### src/rtl/sd_spi_master.sv
// ============================================================================
//  Module   : sd_spi_master
//  Brief    : SPI mode-0 byte engine driving the SD card interface, with
//             selectable slow (initialisation) and fast (data) clock rates.
//  Revision : 1.0  initial release
// ============================================================================
`default_nettype none

module sd_spi_master #(
    parameter int SLOW_DIV = 63,
    parameter int FAST_DIV = 1
) (
    input  logic       clk,
    input  logic       reset,
    input  logic       start,
    input  logic [7:0] tx_data,
    input  logic       fast,
    input  logic       cs_assert,
    output logic [7:0] rx_data,
    output logic       busy,
    output logic       done,
    output logic       sdSCLK,
    output logic       sdMOSI,
    input  logic       sdMISO,
    output logic       sdCS
);

    localparam int c_MAX_DIV = (SLOW_DIV > FAST_DIV) ? SLOW_DIV : FAST_DIV;
    localparam int c_CW      = (c_MAX_DIV < 1) ? 1 : $clog2(c_MAX_DIV + 1);

    localparam logic [c_CW-1:0] c_SLOW = c_CW'(SLOW_DIV);
    localparam logic [c_CW-1:0] c_FAST = c_CW'(FAST_DIV);

    localparam logic [1:0] c_S_IDLE = 2'd0;
    localparam logic [1:0] c_S_LOW  = 2'd1;
    localparam logic [1:0] c_S_HIGH = 2'd2;

    logic [1:0]      r_state,  w_state_nxt;
    logic [c_CW-1:0] r_cnt,    w_cnt_nxt;
    logic [c_CW-1:0] r_div,    w_div_nxt;
    logic [2:0]      r_bit,    w_bit_nxt;
    logic [7:0]      r_tx_sh,  w_tx_sh_nxt;
    logic [7:0]      r_rx_sh,  w_rx_sh_nxt;
    logic [7:0]      r_rx,     w_rx_nxt;
    logic            r_sclk,   w_sclk_nxt;
    logic            r_mosi,   w_mosi_nxt;
    logic            r_cs,     w_cs_nxt;
    logic            r_busy,   w_busy_nxt;
    logic            r_done,   w_done_nxt;
    logic            w_tick;

    // r_div holds H-1, so a half-period ends when the counter matches it
    assign w_tick = (r_cnt == r_div);

    always_ff @(posedge clk or posedge reset) begin
        if (reset) begin
            r_state <= c_S_IDLE;
            r_cnt   <= '0;
            r_div   <= '0;
            r_bit   <= 3'd0;
            r_tx_sh <= 8'h00;
            r_rx_sh <= 8'h00;
            r_rx    <= 8'h00;
            r_sclk  <= 1'b0;
            r_mosi  <= 1'b1;
            r_cs    <= 1'b1;
            r_busy  <= 1'b0;
            r_done  <= 1'b0;
        end else begin
            r_state <= w_state_nxt;
            r_cnt   <= w_cnt_nxt;
            r_div   <= w_div_nxt;
            r_bit   <= w_bit_nxt;
            r_tx_sh <= w_tx_sh_nxt;
            r_rx_sh <= w_rx_sh_nxt;
            r_rx    <= w_rx_nxt;
            r_sclk  <= w_sclk_nxt;
            r_mosi  <= w_mosi_nxt;
            r_cs    <= w_cs_nxt;
            r_busy  <= w_busy_nxt;
            r_done  <= w_done_nxt;
        end
    end

    always_comb begin
        w_state_nxt = r_state;
        case (r_state)
            c_S_IDLE: if (start)  w_state_nxt = c_S_LOW;
            c_S_LOW:  if (w_tick) w_state_nxt = c_S_HIGH;
            c_S_HIGH: if (w_tick) w_state_nxt = (r_bit == 3'd7) ? c_S_IDLE : c_S_LOW;
            default:              w_state_nxt = c_S_IDLE;
        endcase
    end

    always_comb begin
        w_cnt_nxt   = r_cnt + 1'b1;
        w_div_nxt   = r_div;
        w_bit_nxt   = r_bit;
        w_tx_sh_nxt = r_tx_sh;
        w_rx_sh_nxt = r_rx_sh;
        w_rx_nxt    = r_rx;
        w_sclk_nxt  = r_sclk;
        w_mosi_nxt  = r_mosi;
        w_cs_nxt    = r_cs;
        w_busy_nxt  = r_busy;
        w_done_nxt  = 1'b0;
        case (r_state)
            c_S_IDLE: begin
                w_cs_nxt  = ~cs_assert;
                w_cnt_nxt = '0;
                if (start) begin
                    w_tx_sh_nxt = tx_data;
                    w_div_nxt   = fast ? c_FAST : c_SLOW;
                    w_mosi_nxt  = tx_data[7];
                    w_busy_nxt  = 1'b1;
                    w_bit_nxt   = 3'd0;
                end
            end
            c_S_LOW: begin
                if (w_tick) begin
                    w_sclk_nxt  = 1'b1;
                    w_rx_sh_nxt = {r_rx_sh[6:0], sdMISO};
                    w_cnt_nxt   = '0;
                end
            end
            c_S_HIGH: begin
                if (w_tick) begin
                    w_sclk_nxt = 1'b0;
                    w_cnt_nxt  = '0;
                    if (r_bit == 3'd7) begin
                        w_rx_nxt   = r_rx_sh;
                        w_busy_nxt = 1'b0;
                        w_done_nxt = 1'b1;
                        w_mosi_nxt = 1'b1;
                    end else begin
                        w_bit_nxt   = r_bit + 3'd1;
                        w_tx_sh_nxt = {r_tx_sh[6:0], 1'b0};
                        w_mosi_nxt  = r_tx_sh[6];
                    end
                end
            end
            default: begin
                w_cnt_nxt = '0;
            end
        endcase
    end

    assign rx_data = r_rx;
    assign busy    = r_busy;
    assign done    = r_done;
    assign sdSCLK  = r_sclk;
    assign sdMOSI  = r_mosi;
    assign sdCS    = r_cs;

endmodule

`default_nettype wire

### config.mk
export PLATFORM = sky130hd
export DESIGN_NAME = sd_spi_master
export DESIGN_NICKNAME = d
export VERILOG_FILES = /design/src/rtl/sd_spi_master.sv
export SDC_FILE = /design/constraint.sdc
export NUM_CORES = 1
export LEC_CHECK = 0
export ABC_AREA = 1
export CAP_MARGIN = 20
export CORE_MARGIN = 2
export CORE_UTILIZATION = 55
export CTS_BUF_LIST = sky130_fd_sc_hd__clkbuf_8
export DETAILED_ROUTE_END_ITERATION = 16
export PLACE_DENSITY = 0.84
export SLEW_MARGIN = 20
export SYNTH_ARGS = -nofsm -noshare
export SYNTH_HDL_FRONTEND = slang
export SYNTH_SLANG_ARGS = --single-unit
### constraint.sdc
create_clock -name clk -period 1.9 [get_ports clk]
set_input_delay 0.38 -clock clk [delete_from_list [all_inputs] [get_ports clk]]
set_output_delay 0.38 -clock clk [all_outputs]
set_load 0.01 [all_outputs]
==> results_dict.tcl <==
set metrics [dict create \
    slew_viol_final 0 \
    tightest_slew_ns 0.390 \
    powerDensity_mw_per_mm2 1410 \
    layout-drive-gt1-share_pct 10.3 \
    drtIter0Drc 58 \
    ir_drop_mv 0.957 \
    coreArea_mm2 0.00342 \
    drv_cap 0 \
    clk_pin_slew_worst_paths_ns 0.09 \
    antenna_found_initial 0 \
    start_util_pct 58.8 \
    ys.flop_type "dfrtp_1" \
    cp_num_buf_inv 1 \
    synth_warnings 0 \
    io_buffers 26 \
    wl_um 3500 \
    yosysTopAreaCell "dfrtp_1" \
    end_kind "output port" \
    rsz0062_at_grt "false" \
    finClkSkew_ns 0.0140 \
    holdBufCountCts 0 \
    drcViolationCount 0 \
    cp.arrival_ns 1.36 \
    ys_top_cells_by_area "dfrtp_1 49%, nand2_1 16%, ha_1 5.0%" \
    ctsHtreeMaxLevel 2 \
    viasPerCell 4.98 \
    crit_type "flop to output port" \
    path_cells "clkdlybuf4s50_1" \
    synth_edf_count 0 \
    ctsRootBufferMaster "clkbuf_8" \
    synthTopCellsByCount "85 x nand2_1, 39 x dfrtp_1, 19 x inv_1, 19 x nor2_1, 12 x nand4_1" \
    seq_area_frac_synth_pct 51.2 \
    cp.required_ns 1.52 \
    fin_util_pct 72.1 \
    placed_area_mm2 0.00232 \
    total_leakage_power_uw 0.00127 \
    ctsLongestPathBuffers 2 \
    globalRouteTotalUtil_pct 19.3 \
    ant_nets 0 \
    worstSkewPairLatency_ns 0.30 \
    finalNetCount 284 \
    areaGrowthSynthToFinish_pct 22.6 \
    dieWidth_um 64.4 \
    wl_per_cell_um 11.3 \
    cts_buffers 5 \
    finalHoldViolCount 0 \
    setup_viol 0 \
    dieArea_mm2 0.00415 \
    ys_ff_latch 41 \
    synth_top_area_share_pct 48.6 \
    synth_cells 231 \
    status "finished clean" \
    clock.fmax_ghz 0.574 \
    gr-total-overflow 0 \
    gp_congestion 0.769 \
    cp-start-kind "flop" \
    synth_fp_nets 253 \
    cts_tree "built" \
    dp_hpwl_um 2460 \
    synth.most_common_cell "nand2_1" \
    async_flop_share_pct 100 \
    antennaDiodeCount 0 \
    relSlewSlack_pct 73.8 \
    yosysUniqueCellTypes 25 \
    critPathTopFamily "flip-flops" \
    dieHeight_um 64.4 \
    ctsResizeCount 0 \
    grt_max_degree 42 \
    hold_class "primary input to asynchronous set/reset pin" \
    vias 1539 \
    finalCriticalPeriod_ns 1.74 \
    post-route-period-util_pct 91.6 \
    first_pass_iters 4 \
    rows 21 \
    grt_pass1_wl_um 6180 \
    final_area_mm2 0.00246 \
    first_global_vias 1426 \
    cp_max_fo 2 \
    syn_avg_cell_area_um2 8.69 \
    post_cts_buffers 0 \
    boundaryPins 27 \
    tns_ns 0 \
    clkSinkCount 41 \
    syn-cell-area_mm2 0.00201 \
    slowest_stage "dfstp_2" \
    cpPeakStageDelay_ns 0.54 \
]
[logic make-up after synthesis]
kind of cell | count (synthesis) | share of synthesized area, %
and+or+nand+nor | 131 | 29.6
buffers and inverters | 28 | 6.67
xor gates and xnor gates | 5 | 2.18
AOI/OAI and AO/OA | 18 | 5.36
DFF | 41 | 51.2
adders and majority gates | 8 | 4.99
[layout make-up]
type                    count  area [µm²]
flip-flops and latches     41        1030
clock inverters             3        68.8
clock buffers               5        68.8
fillers                   270         955
repair buffers             32         318
multi-input cells         162         845
inverters                  20        75.1
well taps                  46        57.6
[cell usage in the layout, fill, tap and decap left out, drive strengths merged]
master | Yosys | layout
a21oi | 2 | 2
buf | 7 | 6
bufinv | 0 | 2
clkbuf | 1 | 5
clkdlybuf4s50 | 0 | 26
clkinv | 1 | 1
dfrtp | 39 | 39
dfstp | 2 | 2
ha | 8 | 8
inv | 19 | 20
nand2 | 88 | 88
nand3 | 9 | 9
nand4 | 12 | 12
nor2 | 20 | 20
o21a | 1 | 1
o21ai | 15 | 15
or2 | 2 | 2
xnor2 | 3 | 3
xor2 | 2 | 2
[tightest hold or removal path, delay by kind of cell]
kind                   cells  cell delay (ns)
buffers and inverters      3             0.72
[metrics by stage]
stage	instances	setup slack, ns	total power (µW)	hold WS [ns]
global placement	301	0.297	2590	0.455
global route	309	0.0743	3750	0.478
finish	309	0.159	3480	0.444
floorplan	231	0.344	2300	0.442
CTS	309	0.151	3490	0.448
detailed placement	301	0.239	2650	0.456
[state kept, by name, indices dropped and copies added (netlist names)]
name,cells
busy,1
done,1
r_bit,3
r_cnt,6
r_div,2
r_rx_sh,8
r_state,2
r_tx_sh,7
rx_data,8
sdCS,1
sdMOSI,1
sdSCLK,1
[final timing paths]
check | startpoint | endpoint | slack (ns) | cells past startpoint
max in group asynchronous | reset | sdCS | 1.19 | 3
min in group clk | sdMOSI | sdMOSI | 0.47 | 2
worst max-delay path | sdMOSI | sdMOSI | 0.16 | 1
worst max register to register | r_state[0] | r_state[0] | 0.22 | 7
worst min-delay path | reset | sdSCLK | 0.44 | 3
worst min register to register | sdMOSI | sdMOSI | 0.47 | 2
[layer usage]
layer	up-vias	share of wire [%]	GRT usage [%]
met1	718	47	25.2
met2	26	48	32.0
met3	6	3.6	3.70
li1	789	-	-
met5	-	0	0
met4	0	0.89	7.18
[report_power, final]
part	total [µW]	internal [µW]	switching, µW
Clock	838	529	310
Combinational	1330	509	822
Sequential	1310	1140	171
Power figures use the tool's default switching activity.
